## config.mk

```make
export PLATFORM = sky130hd
export DESIGN_NAME = dt_peak_scan_flat
export DESIGN_NICKNAME = d
export VERILOG_FILES = /design/src/rtl/dt_peak_scan_if.sv /design/src/rtl/dt_peak_scan.sv /design/src/flat_wrapper.sv
export SDC_FILE = /design/constraint.sdc
export NUM_CORES = 1
export LEC_CHECK = 0
export BUFFER_PORTS_ARGS = -buffer_cell sky130_fd_sc_hd__buf_2
export CORE_MARGIN = 5
export CORE_UTILIZATION = 45
export CTS_BUF_LIST = sky130_fd_sc_hd__clkbuf_16
export CTS_CLUSTER_SIZE = 24
export DETAILED_ROUTE_END_ITERATION = 8
export PLACE_DENSITY = 0.72
export SETUP_SLACK_MARGIN = 0.2
export SKIP_LAST_GASP = 1
export SYNTH_ARGS = -nofsm -noshare
export SYNTH_HDL_FRONTEND = slang
export SYNTH_SLANG_ARGS = --single-unit
export TNS_END_PERCENT = 100
```

## constraint.sdc

```tcl
create_clock -name clk -period 2.4 [get_ports clk]
set_input_delay 0.48 -clock clk [delete_from_list [all_inputs] [get_ports clk]]
set_output_delay 0.48 -clock clk [all_outputs]
set_load 0.01 [all_outputs]
```

## src/rtl/dt_peak_scan_if.sv

```systemverilog
// rtl/dt_peak_scan_if.sv - result-memory read bus between the peak scanner and the distance map
interface dt_peak_scan_if #(
   parameter int ADDR_W = 14
);
   logic              res_rd;
   logic [ADDR_W-1:0] res_addr;
   logic [7:0]        res_di;

   modport master (output res_rd, output res_addr, input res_di);
   modport slave  (input res_rd, input res_addr, output res_di);
endinterface

```

## src/rtl/dt_peak_scan.sv

```systemverilog
// rtl/dt_peak_scan.sv - scans the distance map for its peak value, first peak address,
// peak multiplicity and foreground pixel count
module dt_peak_scan #(
   parameter int N_PIX  = 16384,
   parameter int ADDR_W = 14
) (
   input  logic              clk,
   input  logic              reset,
   input  logic              start,
   dt_peak_scan_if.master    mem,
   output logic              busy,
   output logic              done,
   output logic [7:0]        max_dist,
   output logic [ADDR_W-1:0] max_addr,
   output logic [14:0]       max_count,
   output logic [14:0]       fg_count
);
   typedef enum logic [1:0] {IDLE, READ, DRAIN, DONE} state_t;

   localparam logic [ADDR_W-1:0] LAST_ADDR = ADDR_W'(N_PIX - 1);

   state_t            state, state_nx;
   logic [ADDR_W-1:0] addr;
   logic [ADDR_W-1:0] tag;
   logic              valid;

   always_comb begin
      state_nx     = state;
      mem.res_rd   = 1'b0;
      mem.res_addr = '0;
      busy         = 1'b0;
      done         = 1'b0;
      case (state)
         IDLE:  if (start) state_nx = READ;
         READ: begin
            mem.res_rd   = 1'b1;
            mem.res_addr = addr;
            busy         = 1'b1;
            if (addr == LAST_ADDR) state_nx = DRAIN;
         end
         DRAIN: begin
            busy     = 1'b1;
            state_nx = DONE;
         end
         DONE: begin
            done = 1'b1;
            if (!start) state_nx = IDLE;
         end
         default: state_nx = IDLE;
      endcase
   end

   // valid/tag follow the issued address by one cycle, lining up with res_di
   always_ff @(posedge clk or negedge reset) begin
      if (!reset) begin
         state     <= IDLE;
         addr      <= '0;
         tag       <= '0;
         valid     <= 1'b0;
         max_dist  <= '0;
         max_addr  <= '0;
         max_count <= '0;
         fg_count  <= '0;
      end else begin
         state <= state_nx;
         valid <= (state == READ);
         tag   <= addr;
         if (state == IDLE && start) begin
            addr      <= '0;
            max_dist  <= '0;
            max_addr  <= '0;
            max_count <= '0;
            fg_count  <= '0;
         end else if (state == READ) begin
            addr <= (addr == LAST_ADDR) ? '0 : addr + 1'b1;
         end
         if (valid) begin
            if (mem.res_di > max_dist) begin
               max_dist  <= mem.res_di;
               max_addr  <= tag;
               max_count <= 15'd1;
            end else if (mem.res_di == max_dist) begin
               max_count <= max_count + 15'd1;
            end
            if (mem.res_di != 8'd0) fg_count <= fg_count + 15'd1;
         end
      end
   end
endmodule

```

## src/flat_wrapper.sv

```systemverilog
// flat-port wrapper written by rule: the top's interface ports become plain ports
module dt_peak_scan_flat 
#(
   parameter int N_PIX  = 16384,
   parameter int ADDR_W = 14
)
  (clk, reset, start, busy, done, max_dist, max_addr, max_count, fg_count, mem_res_rd, mem_res_addr, mem_res_di);
  dt_peak_scan_if #(.ADDR_W(ADDR_W)) mem_i ();
  input  logic clk;
  input  logic reset;
  input  logic start;
  output logic busy;
  output logic done;
  output logic [7:0] max_dist;
  output logic [ADDR_W-1:0] max_addr;
  output logic [14:0] max_count;
  output logic [14:0] fg_count;
  output wire logic [$bits(mem_i.res_rd)-1:0] mem_res_rd;
  output wire logic [$bits(mem_i.res_addr)-1:0] mem_res_addr;
  input wire logic [$bits(mem_i.res_di)-1:0] mem_res_di;
  assign mem_res_rd = mem_i.res_rd;
  assign mem_res_addr = mem_i.res_addr;
  assign mem_i.res_di = mem_res_di;
  dt_peak_scan #(.N_PIX(N_PIX), .ADDR_W(ADDR_W)) u_core (.clk(clk), .reset(reset), .start(start), .mem(mem_i), .busy(busy), .done(done), .max_dist(max_dist), .max_addr(max_addr), .max_count(max_count), .fg_count(fg_count));
endmodule
```

==> results.md <==
* Most frequent cells in the layout: 83 x dfrtp_1, 78 x buf_2, 60 x nand2_1
* Slew @ Worst Pin at 0.591 ns
* Maxcap violations at 0
* CTS root buf: clkbuf_16
* Global-route wire length before repair at 17300 um
* Initial antenna violation count at 0
* Full die area at 0.0115 mm2
* Crit path time final at 2.10 ns
* Clk buf depth at 2
* EDFF count, synth at 0
* Highest Clock Rate at 0.475 GHz
* Total CTS buffers at 9
* Worst min path class: in -> async
* Sequential share of the synthesized area at 49.0%
* Area delta synth->final at 23.6%
* Vias in the first global route at 3596
* Number of core rows at 35
* WL final at 10600 um
* Latest clock arrival within the worst-skew pair at 0.33 ns
* Mapped Nets at 478
* Final hold viol count at 0
* Combinational power share at 30.0%
* Area after DPL at 0.00485 mm2
* Starting Density at 46.1%
* RSZ-0062 raised after global routing: true
* Final Max Tran Viols at 0
* Crit. End Element: flip-flop
* Area leader, netlist: dfrtp_1
* Synth cell types at 50
* Static leakage at 0.00260 uW
* Synthesis-stage register bit count at 83
* Finished layout cell area at 0.00524 mm2
* Vias at 3630
* Vias/cell at 5.55
* Synth Flop Type: dfrtp_1
* Fraction of registers with async set/reset at 100%
* Worst-path clk slew at 0.06 ns
* Diode count at 0
* # setup viols final at 0
* Total power at 4600 uW
* Avg Inst Size Synth at 9.39 um2
* Mapped Area at 0.00424 mm2
* Crit Path Max Fanout at 14
* DRT iter0 DRCs at 110
* Tcrit/Tclk final at 87.7%
* Post-route ant nets at 0
* Largest net degree at the start of global routing at 46
* Grt total ovfl at 0
* Sw Share at 32.8%
* Sequential power share at 38.3%
* RR Endpoint: u_core.fg_count[6]
* GRT Overall Usage at 18.7%
* Pwr per Cell Area at 878 mW/mm2
* Synth area leaders: dfrtp_1 49%, mux2i_1 5.7%, nand2_1 5.4%
* First drt pass iteration count at 4
* Nets at 565
* Core Area at 0.00920 mm2
* Startpoint types: flip-flop
* Post-route DRC at 0
* Top-level port count at 80
* Final Wtd Congestion at 0.858
* P_int at 3090 uW
* Hold buffer count at CTS at 0
* Die Ht at 107 um
* Top-area cell type share of the netlist area at 49.0%
* Routed length per placed instance at 16.2 um
* Cells after Synth at 451
* Worst reg2reg path depth at 8
* H-tree lvl count at 3
* R2R Setup Slk at 0.30 ns
* Post-DP HPWL at 7520 um
* CP Class: reg -> reg
* Peak VDD IR at 439 uV
* Final Util at 56.9%
* Die Wd at 107 um
* Ys Warns at 0
* Clock share of power at 31.6%
* Outcome: completed
* Rel. slew slack at 60.2%
* Crit Reg-Reg Startpoint: u_core.state[0]
* Psw at 1510 uW
* Clock Skews at 0.00573 ns
* Crit path required time at 2.59 ns
* Layout cells sized above 1 at 22.5%
* Most common cell after layout, fill and taps aside: dfrtp_1
* I/O Buffers at 79
* CTS sink cnt at 83
* TritonCTS clock tree: done
* Arrival time worst endpoint at 2.30 ns
* Layout fillers at 802
-- per-layer routing --
| layer | track usage (%) | part of all wire (%) | vias up |
|---|---|---|---|
| met2 | 32.7 | 51 | 102 |
| met1 | 23.1 | 42 | 1769 |
| met3 | 5.00 | 4.9 | 14 |
| met5 | 0 | 0 | - |
| li1 | - | - | 1745 |
| met4 | 4.29 | 1.8 | 0 |
-- timing repair --
item,4_1_cts,5_1_grt
setup buffers,0,0
pin swaps,0,4
resized for setup,3,9
gates cloned,0,0
setup endpoints to repair,17,38
-- worst max-delay path, cell delays in order, from the launching register on --
cell	delay (ns)
dfrtp_1	0.43
inv_1	0.14
ha_1	0.22
and2_1	0.31
buf_4	0.28
nor2_1	0.06
buf_4	0.18
o21ai_0	0.20
o21ai_0	0.13
-- through the flow --
step	setup TNS [ns]	hold WS, ns	worst slack (ns)	cells
2_1_floorplan	0	0.184	0.271	451
3_3_place_gp	0	0.447	0.0621	638
3_5_place_dp	-0.590	0.459	-0.0958	638
4_1_cts	0	0.140	0.224	654
5_1_grt	0	0.160	0.162	654
6_report	0	0.130	0.296	654
-- layout make-up --
| type | count | area [um2] | share of cell area (%) |
|---|---|---|---|
| inverters | 41 | 154 | 2.94 |
| flip-flops and latches | 83 | 2080 | 39.7 |
| repair buffers | 94 | 548 | 10.5 |
| clock buffers | 9 | 225 | 4.30 |
| multi-input cells | 309 | 2000 | 38.2 |
| clock inverters | 7 | 91.3 | 1.74 |
| well taps | 111 | 139 | 2.65 |
-- logic make-up (layout without fill, tap and decap cells) --
group	after synthesis	count (layout)	share of synthesized area [%]
AND/OR/NAND/NOR	168	168	19.3
AO/OA/AOI/OAI	91	91	13.7
flip-flops	83	83	49.0
buffers and inverters	59	151	5.41
multiplexers	26	26	6.20
adder cells (fa/ha/maj)	16	16	4.73
XOR/XNOR	8	8	1.65
-- registers in the layout, summed over array words and instances, names as in the netlist --
register	cells
u_core.max_addr	14
u_core.valid	1
u_core.tag	14
u_core.fg_count	15
u_core.addr	14
u_core.max_dist	8
u_core.max_count	15
u_core.state	2
-- Yosys cell counts (3+ instances only) --
library cell,instances
o31ai_1,7
nand4_1,9
dfrtp_1,83
nor4_1,8
nand3_1,16
o22ai_1,4
a21oi_1,15
ha_1,16
nor2_1,31
xnor2_1,6
o21ai_0,8
nand2_1,61
mux2i_1,24
nor3_1,12
and3_1,3
inv_1,40
clkbuf_1,16
nand2b_1,3
a21o_1,3
and2_1,13
o21ai_1,25
a31oi_1,12
-- power groups by stage --
stage / Clock [uW] / Combinational (uW) / Sequential, uW
after floorplan: 0 / 786 / 1820
after global placement: 0 / 1240 / 1780
after detailed placement: 0 / 1290 / 1790
after CTS: 1480 / 1320 / 1770
after global routing: 1550 / 1520 / 1790
final: 1450 / 1380 / 1760
-- worst max path at each step --
stage	from	end	slack, ns
4_1_cts	u_core.max_dist[1]	u_core.max_dist[6]	0.22
3_3_place_gp	mem_res_di[1]	u_core.max_count[10]	0.06
5_1_grt	u_core.state[0]	u_core.max_count[10]	0.16
6_report	u_core.state[0]	u_core.fg_count[6]	0.30
2_1_floorplan	mem_res_di[1]	u_core.max_addr[0]	0.27
3_5_place_dp	mem_res_di[5]	u_core.max_count[8]	-0.1
No activity file was read; power rests on OpenSTA's default activity.
